**src/rtl/rx_pkg.sv**
```systemverilog
// Shared definitions for the serial flit link: default flit width and the
// receiver state encoding.
package rx_pkg;

  localparam int RX_SIZE = 8;

  typedef enum logic [1:0] {
    ST_IDLE = 2'd0,
    ST_DATA = 2'd1,
    ST_GAP  = 2'd2
  } rx_state_e;

endpackage

```
**src/rtl/rx_fifo.sv**
```systemverilog
// Output flit FIFO for the receiver: circular buffer with wrap-around
// pointers and fall-through head. A push while full is only taken when the
// head is popped in the same cycle.
module rx_fifo #(
  parameter int SIZE  = 8,
  parameter int DEPTH = 2,
  localparam int CW   = $clog2(DEPTH + 1),
  localparam int PW   = (DEPTH > 1) ? $clog2(DEPTH) : 1
) (
  input  logic            clk,
  input  logic            reset,
  input  logic            push,
  input  logic [SIZE-1:0] push_data,
  input  logic            pop,
  output logic [SIZE-1:0] head,
  output logic [CW-1:0]   count,
  output logic            full,
  output logic            empty
);

  logic [SIZE-1:0] r_mem [DEPTH];
  logic [PW-1:0]   r_wr_ptr;
  logic [PW-1:0]   r_rd_ptr;
  logic [CW-1:0]   r_count;
  logic            w_pop;
  logic            w_push;

  function automatic logic [PW-1:0] wrap_inc(input logic [PW-1:0] p);
    return (p == PW'(DEPTH - 1)) ? '0 : p + PW'(1);
  endfunction

  assign full   = (r_count == CW'(DEPTH));
  assign empty  = (r_count == '0);
  assign count  = r_count;
  assign head   = empty ? '0 : r_mem[r_rd_ptr];
  assign w_pop  = pop & ~empty;
  assign w_push = push & (~full | w_pop);

  // Pointer, count and storage update; reset empties the buffer.
  always_ff @(posedge clk) begin
    if (!reset) begin
      r_wr_ptr <= '0;
      r_rd_ptr <= '0;
      r_count  <= '0;
      for (int i = 0; i < DEPTH; i++) r_mem[i] <= '0;
    end else begin
      if (w_push) begin
        r_mem[r_wr_ptr] <= push_data;
        r_wr_ptr        <= wrap_inc(r_wr_ptr);
      end
      if (w_pop) r_rd_ptr <= wrap_inc(r_rd_ptr);
      case ({w_push, w_pop})
        2'b10:   r_count <= r_count + CW'(1);
        2'b01:   r_count <= r_count - CW'(1);
        default: r_count <= r_count;
      endcase
    end
  end

endmodule

```
**src/rtl/rx.sv**
```systemverilog
// Serial-link receiver: detects a start bit, shifts in SIZE data bits LSB
// first, checks the gap cycle and queues each flit in the output FIFO whose
// fill level throttles the transmitter via channel_busy.
module rx
  import rx_pkg::*;
#(
  parameter int routerid = -1,
  parameter     port     = "unknown",
  parameter int SIZE     = RX_SIZE,
  parameter int DEPTH    = 2
) (
  input  logic            clk,
  input  logic            reset,
  input  logic            serial_in,
  output logic [SIZE-1:0] out_data,
  output logic            out_valid,
  input  logic            out_ack,
  output logic            channel_busy,
  output logic            rx_active,
  output logic            frame_err,
  output logic            overflow
);

  localparam int BW = (SIZE > 1) ? $clog2(SIZE) : 1;
  localparam int CW = $clog2(DEPTH + 1);

  rx_state_e       r_state;
  rx_state_e       w_state_nxt;
  logic [BW-1:0]   r_bitcnt;
  logic [SIZE-1:0] r_shreg;
  logic [SIZE-1:0] w_flit;
  logic            w_flit_done;
  logic            w_gap_err;
  logic            r_frame_err;
  logic            r_overflow;
  logic [SIZE-1:0] w_head;
  logic [CW-1:0]   w_count;
  logic            w_full;
  logic            w_empty;
  logic            w_pop;

  rx_fifo #(
    .SIZE  (SIZE),
    .DEPTH (DEPTH)
  ) u_fifo (
    .clk       (clk),
    .reset     (reset),
    .push      (w_flit_done),
    .push_data (w_flit),
    .pop       (out_ack),
    .head      (w_head),
    .count     (w_count),
    .full      (w_full),
    .empty     (w_empty)
  );

  assign w_pop        = out_ack & ~w_empty;
  assign out_data     = w_head;
  assign out_valid    = ~w_empty;
  assign channel_busy = (w_count == CW'(DEPTH));
  assign rx_active    = (r_state == ST_DATA) || (r_state == ST_GAP);
  assign frame_err    = r_frame_err;
  assign overflow     = r_overflow;

  // Last data bit goes straight from the wire into the flit being pushed.
  always_comb begin
    w_flit         = r_shreg;
    w_flit[SIZE-1] = serial_in;
  end

  // Next-state logic: frame sequencing and gap check.
  always_comb begin
    w_state_nxt = r_state;
    w_flit_done = 1'b0;
    w_gap_err   = 1'b0;
    case (r_state)
      ST_IDLE: if (serial_in) w_state_nxt = ST_DATA;
      ST_DATA: begin
        if (r_bitcnt == BW'(SIZE - 1)) begin
          w_flit_done = 1'b1;
          w_state_nxt = ST_GAP;
        end
      end
      ST_GAP: begin
        w_gap_err   = serial_in;
        w_state_nxt = ST_IDLE;
      end
      default: w_state_nxt = ST_IDLE;
    endcase
  end

  // State register.
  always_ff @(posedge clk) begin
    if (!reset) r_state <= ST_IDLE;
    else        r_state <= w_state_nxt;
  end

  // Bit counter and shift register; a reset discards any partial frame.
  always_ff @(posedge clk) begin
    if (!reset) begin
      r_bitcnt <= '0;
      r_shreg  <= '0;
    end else if (r_state == ST_IDLE && serial_in) begin
      r_bitcnt <= '0;
    end else if (r_state == ST_DATA) begin
      r_shreg[r_bitcnt] <= serial_in;
      r_bitcnt          <= r_bitcnt + BW'(1);
    end
  end

  // Gap-violation pulse and sticky overflow on a flit lost to a full FIFO.
  always_ff @(posedge clk) begin
    if (!reset) begin
      r_frame_err <= 1'b0;
      r_overflow  <= 1'b0;
    end else begin
      r_frame_err <= w_gap_err;
      if (w_flit_done && w_full && !w_pop) r_overflow <= 1'b1;
    end
  end

`ifndef SYNTHESIS
  // Trace of every flit accepted into the FIFO when a router index is given.
  always @(posedge clk) begin
    if (reset && w_flit_done && (!w_full || w_pop) && routerid > -1)
      $display("[%g] router %g: (%s) received : %d", $time, routerid, port, w_flit);
  end
`endif

endmodule

```
**config.mk**
```make
export PLATFORM = sky130hd
export DESIGN_NAME = rx
export DESIGN_NICKNAME = d
export VERILOG_FILES = /design/src/rtl/rx_pkg.sv /design/src/rtl/rx_fifo.sv /design/src/rtl/rx.sv
export SDC_FILE = /design/constraint.sdc
export NUM_CORES = 1
export LEC_CHECK = 0
export CORE_UTILIZATION = 56
export CTS_CLUSTER_SIZE = 40
export DETAILED_ROUTE_END_ITERATION = 10
export PLACE_DENSITY = 0.91
export SYNTH_ARGS = -nofsm -noshare
export SYNTH_HDL_FRONTEND = slang
export SYNTH_SLANG_ARGS = --single-unit
```
**constraint.sdc**
```tcl
create_clock -name clk -period 2.4 [get_ports clk]
set_input_delay 0.48 -clock clk [delete_from_list [all_inputs] [get_ports clk]]
set_output_delay 0.48 -clock clk [all_outputs]
set_load 0.1 [all_outputs]
```
# Word-level counts from Yosys, hierarchy flattened
# Memories as Yosys holds them, arrays and structs flattened. A register that Yosys moved wholly into a read port is not among the register bits.
# Index checks and enable logic that the tools add are counted.
[word_totals]
ff_bits = 19
latch_bits = 0
mem_bits_rw = 16
mem_bits_ro = 0
input_bits = 4
out_inout_bits = 13
wordCells = 66
memories = 1
[memory_table]
columns = ["memory", "words", "word_bits", "read_ports", "rd_clocked_by_memory_dff", "write_ports", "line_no", "text"]
rows = [
  ["u_fifo.r_mem", 2, 8, 1, 1, 2, "rx_fifo.sv:21", "logic [SIZE-1:0] r_mem [DEPTH];"],
]
[op_classes]
addsub = 5
multipliers = 0
n_div = 0
n_lt_le_gt_ge = 2
n_eq_ne = 8
n_shift = 0
n_mux = 21
bitwise_logic = 7
reduce_logical = 14
[op_table]
columns = ["op", "count"]
rows = [
  ["8-bit 2-to-1 mux", 2],
  ["1-bit 2-to-1 mux", 13],
  ["8-bit bitwise mux", 1],
  ["2-bit one-hot mux with 2 select lines", 2],
  ["8-bit OR reduction", 1],
  ["2-bit equality test, second input constant", 3],
  ["2-bit AND reduction", 3],
  ["2-bit by 1-bit equality test with 1-bit output, second input constant", 2],
  ["1-bit logical AND", 4],
  ["2-bit zero test", 2],
  ["3-bit by 4-bit less-than comparator with 1-bit output, second input constant", 1],
  ["2-bit 2-to-1 mux", 2],
  ["2-bit inequality test, second input constant", 2],
  ["1-bit inverter", 4],
  ["3-bit by 1-bit adder with 3-bit output, second input constant", 1],
  ["1-bit demux with 3-bit select", 1],
  ["3-bit equality test, second input constant", 1],
  ["3-bit by 1-bit greater-or-equal comparator with 1-bit output, second input constant", 1],
  ["1-bit adder, second input constant", 2],
  ["2-bit by 1-bit adder with 2-bit output, second input constant", 1],
  ["1-bit bitwise AND", 2],
  ["2-bit nonzero test", 1],
  ["2-bit OR reduction", 1],
  ["2-bit by 1-bit subtractor with 2-bit output, second input constant", 1],
  ["other kinds (3)", 3],
]

# Logic depth before layout (Yosys ltp)
[depth]
ltp_word = 10
depth_mapped = 6
mapped_depth_nobuf = 5

# Hierarchy
# Synthesis repeated with hierarchy kept, for this count alone.
[unflattened]
cells_unflattened = 156
area_unflattened_um2 = 1731.7
[modules_own_cells]
columns = ["module", "n_inst", "cells_per_inst", "area_per_inst_um2", "seq_area_each_um2"]
rows = [
  ["rx_fifo", 1, 83, 1008.5, 580.6],
  ["rx", 1, 73, 723.2, 280.3],
]

# Least setup slack after synthesis
# No wires, ideal clock.
[synth_path]
kind = "register -> output"
startpoint = "reg u_fifo.r_count[0] (netlist: u_fifo.count[0])"
endpoint = "out out_data[0]"
arrival_time_ps = 1862
required_time_ps = 1920
path_slack_ps = 58
stages_incl_launch_ff = 4
path_buffers = 1
path_cell_list = "dfxtp_1 -> buf_2 -> nor2_1 -> nor2_1"
[synth_via]
elab_chain_cells = 2
[synth_lines]
columns = ["item", "line_no", "text"]
rows = [
  ["start: declaration", "rx_fifo.sv:24", "logic [CW-1:0] r_count;"],
  ["start signal: assignment", "rx_fifo.sv:53", "2'b10: r_count <= r_count + CW'(1);"],
  ["start signal: assignment", "rx_fifo.sv:54", "2'b01: r_count <= r_count - CW'(1);"],
  ["start signal: assignment", "rx_fifo.sv:55", "default: r_count <= r_count;"],
  ["2-bit zero test", "rx_fifo.sv:33", "assign empty = (r_count == '0);"],
  ["8-bit 2-to-1 mux", "rx_fifo.sv:35", "assign head = empty ? '0 : r_mem[r_rd_ptr];"],
  ["end: declaration", "rx.sv:15", "output logic [SIZE-1:0] out_data,"],
]
# Every way passes these cells.

# Worst setup path in the final report
[layout_path]
startpoint = "reg u_fifo.r_count[0] (netlist: u_fifo.count[0])"
endpoint = "out out_data[5]"
# The elaborated chain is that of the path after synthesis.

==> results.md <==
- Status: finished with violations
- Failing checks: design-rule violations
- Final antenna-violating net count: 0
- Initial antenna violation count: 0
- Tmin final: 2120 ps
- Main synth FF type: dfxtp_1
- Hold EP: overflow
- Crit path cell chain: nor2_1, nor2_1, buf_12
- Syn Area/Cell: 11.5 um^2
- Share of post-route cells with drive strength above 1: 0.193
- Gate power share: 0.279
- Syn Inst Count: 149
- Power, Total: 1.38 mW
- Post-CTS Setup Bufs: 0
- Synthesis-to-layout area growth: 17.9%
- Most frequent cells in the layout: nor2_1, dfxtp_1, mux2i_1
- # Max-Cap Violations: 0
- Arr. time, crit path: 1640 ps
- Post_cts resized: 0
- Sequential Power Share: 0.502
- Crit-path max FO: 9
- Setup Total Neg Slack: 0 ps
- Number of diodes: 0
- Initial Util: 0.604
- EDFF count, synth: 16
- Vert. Die Dim: 57.2 um
- GR Overflow Total: 0
- Switching share of power: 0.343
- Final setup fails: 0
- Yosys warnings: 0
- Syn Nets: 160
- Initial DRC Count: 28
- Worst Hold Depth: 2
- CP most frequent cell: nor2_1
- Relative slew margins: 0.608
- Worst-path clk slew: approximately 100 ps
- Hold Fails Final Rpt: 0
- Worst R2R Path Depth: 5
- H-tree levels: 2
- Drt total wl: between 3000 and 4000 um
- Max VDD drop: 0.894 mV
- Yosys reg bits: 35
- RSZ-0062 raised after global routing: false
- CORE AREA: around 2800 um^2
- Crit path launch type: flip-flop
- Static Leak: 0.782 nW
- Clock skew: 4.76 ps
- First-pass DRT Iterations: 7
- Vias in the first global route: 1117
- NumNets Final: roughly 180
- # port buffers: 16
- Final setup margin: 281 ps
- CP peak stage delay: roughly 500 ps
- RePlAce Congestion: 0.771
- Pwr Density: 686 nW/um^2
- Via count: 1144
- CTS tree: yes
- Post-synth design cell area: around 1700 um^2
- Fillcell total: 223
- Clock Latency Late Sink: 340 ps
- Fmax: 0.472 GHz
- HP Class: reg -> reg
- First-pass GRT wire length: 5240 um
- Period utilization: 0.883
- Psw: 475 uW
- Max clock buf depth: 2
- Io pins: 17
- Die Area: 3280 um^2
- Root Driver: clkbuf_4
- Routed len/inst: 15.5 um
- Gr usage total: 0.221
- Clock sinks: 35
- Die W: 57.2 um
- Worst EP required: 1920 ps
- Drt drc: 1
- Internal: 908 uW
- Crit Path Category: reg -> out
- Largest net degree at the start of global routing: 16
- Netlist cell types: 38
- Post-place setup slack: 246 ps
- Num CTS Buffers: 5
- Commonest non-fill, non-tap cell in the layout: nor2_1
- Critical R2R Launch: r_bitcnt[0]
- Clk network pwr share: 0.219
- Register area share after synthesis: 0.504
- CP Capture Type: primary output
- Async S/R FF share, synth: 0
- Slew at the pin with the worst max-slew slack: 586 ps
- Slowest CP cell: nor2_1
- Slew Viols, Final: 0
- Hold Crit Start: overflow
- DP Wirelength: 2310 um
- Hold_buf cts: 0
- Reg2reg setup slack: 380 ps
- Detailed-route vias per instance: 5.66
- Row cnt: 19
- Reg-to-reg endpoint: u_fifo.r_mem[1][6]
metal layers:
layer	share of wire	vias to the layer above	GRT usage	routed length [um]
met2	0.52	25	0.385	1630
met5	0	-	0	0
met3	0.036	10	0.0703	112
met4	0.027	0	0.111	85
met1	0.42	547	0.244	1310
li1	-	562	-	-
how the worst max path moves through the flow:
stage,startpoint,end,slack [ps],depth (start not counted)
after detailed placement,out_ack,u_fifo.r_mem[0][1],250,5
after global placement,out_ack,u_fifo.r_mem[0][5],340,5
after CTS,u_fifo.count[0],out_data[5],230,3
after floorplan,u_fifo.count[0],out_data[0],60,3
after global routing,u_fifo.count[0],out_data[5],160,3
final,u_fifo.count[0],out_data[5],280,3
layout make-up:
class,instances,area [um^2],share of cell area
clock buffer,7,45.0,0.0223
clock inverter,1,5.00,0.00248
inverter,4,15.0,0.00745
multi-input combinational,104,793,0.394
sequential,35,861,0.427
tap,31,38.8,0.0192
timing repair buffer,20,258,0.128
power by group through the flow:
stage	combinational, mW	sequential, mW	clock, mW
5_1_grt	0.418	0.701	0.326
2_1_floorplan	0.321	0.704	0
3_5_place_dp	0.383	0.707	0
3_3_place_gp	0.358	0.701	0
4_1_cts	0.388	0.694	0.309
6_report	0.386	0.695	0.303
metrics by stage:
step	hold slack [ps]	area, um^2	cells	utilization
2_1_floorplan	466	1710	149	-
3_3_place_gp	476	1970	194	0.695
3_5_place_dp	479	1970	194	0.695
4_1_cts	506	2020	202	0.713
5_1_grt	533	2020	202	0.713
6_report	498	2020	202	0.713
kinds of logic after synthesis:
group / Yosys count / share of synthesized area
compound gates: 14 / 0.0556
xor+xnor: 3 / 0.0154
fa+ha+maj: 7 / 0.0512
buf+inv: 10 / 0.0322
flops: 35 / 0.504
mux: 18 / 0.106
simple gates: 62 / 0.236
worst max-delay path, delay by kind of cell (launching register included):
kind | cells | cell delay (ps)
and+or+nand+nor | 2 | 670
buffers and inverters | 1 | 210
DFF | 1 | 410
cells in the mapped netlist (2+ instances only):
| cell | n | area [um^2] |
|---|---|---|
| nor2_1 | 23 | 86.3 |
| ha_1 | 7 | 87.6 |
| buf_6 | 2 | 22.5 |
| or3b_1 | 2 | 17.5 |
| inv_1 | 3 | 11.3 |
| clkbuf_1 | 2 | 7.51 |
| a21oi_1 | 2 | 10.0 |
| dfxtp_1 | 19 | 380 |
| nor2b_1 | 2 | 12.5 |
| mux2i_1 | 17 | 170 |
| nand2_1 | 5 | 18.8 |
| buf_2 | 2 | 10.0 |
| o21ai_0 | 3 | 15.0 |
| and2_1 | 16 | 100 |
| and4bb_2 | 3 | 37.5 |
| xnor2_1 | 2 | 17.5 |
| nand4b_1 | 3 | 26.3 |
| edfxtp_1 | 16 | 480 |
sequential cells by signal, summed over array words and instances (netlist names), named ones only:
| register | cells |
|---|---|
| r_shreg | 7 |
| overflow | 1 |
| u_fifo.count | 2 |
| u_fifo.r_wr_ptr | 1 |
| u_fifo.r_rd_ptr | 1 |
| r_state | 2 |
| r_bitcnt | 3 |
| frame_err | 1 |
| u_fifo.r_mem | 16 |
(Power assumes the default switching activity.)
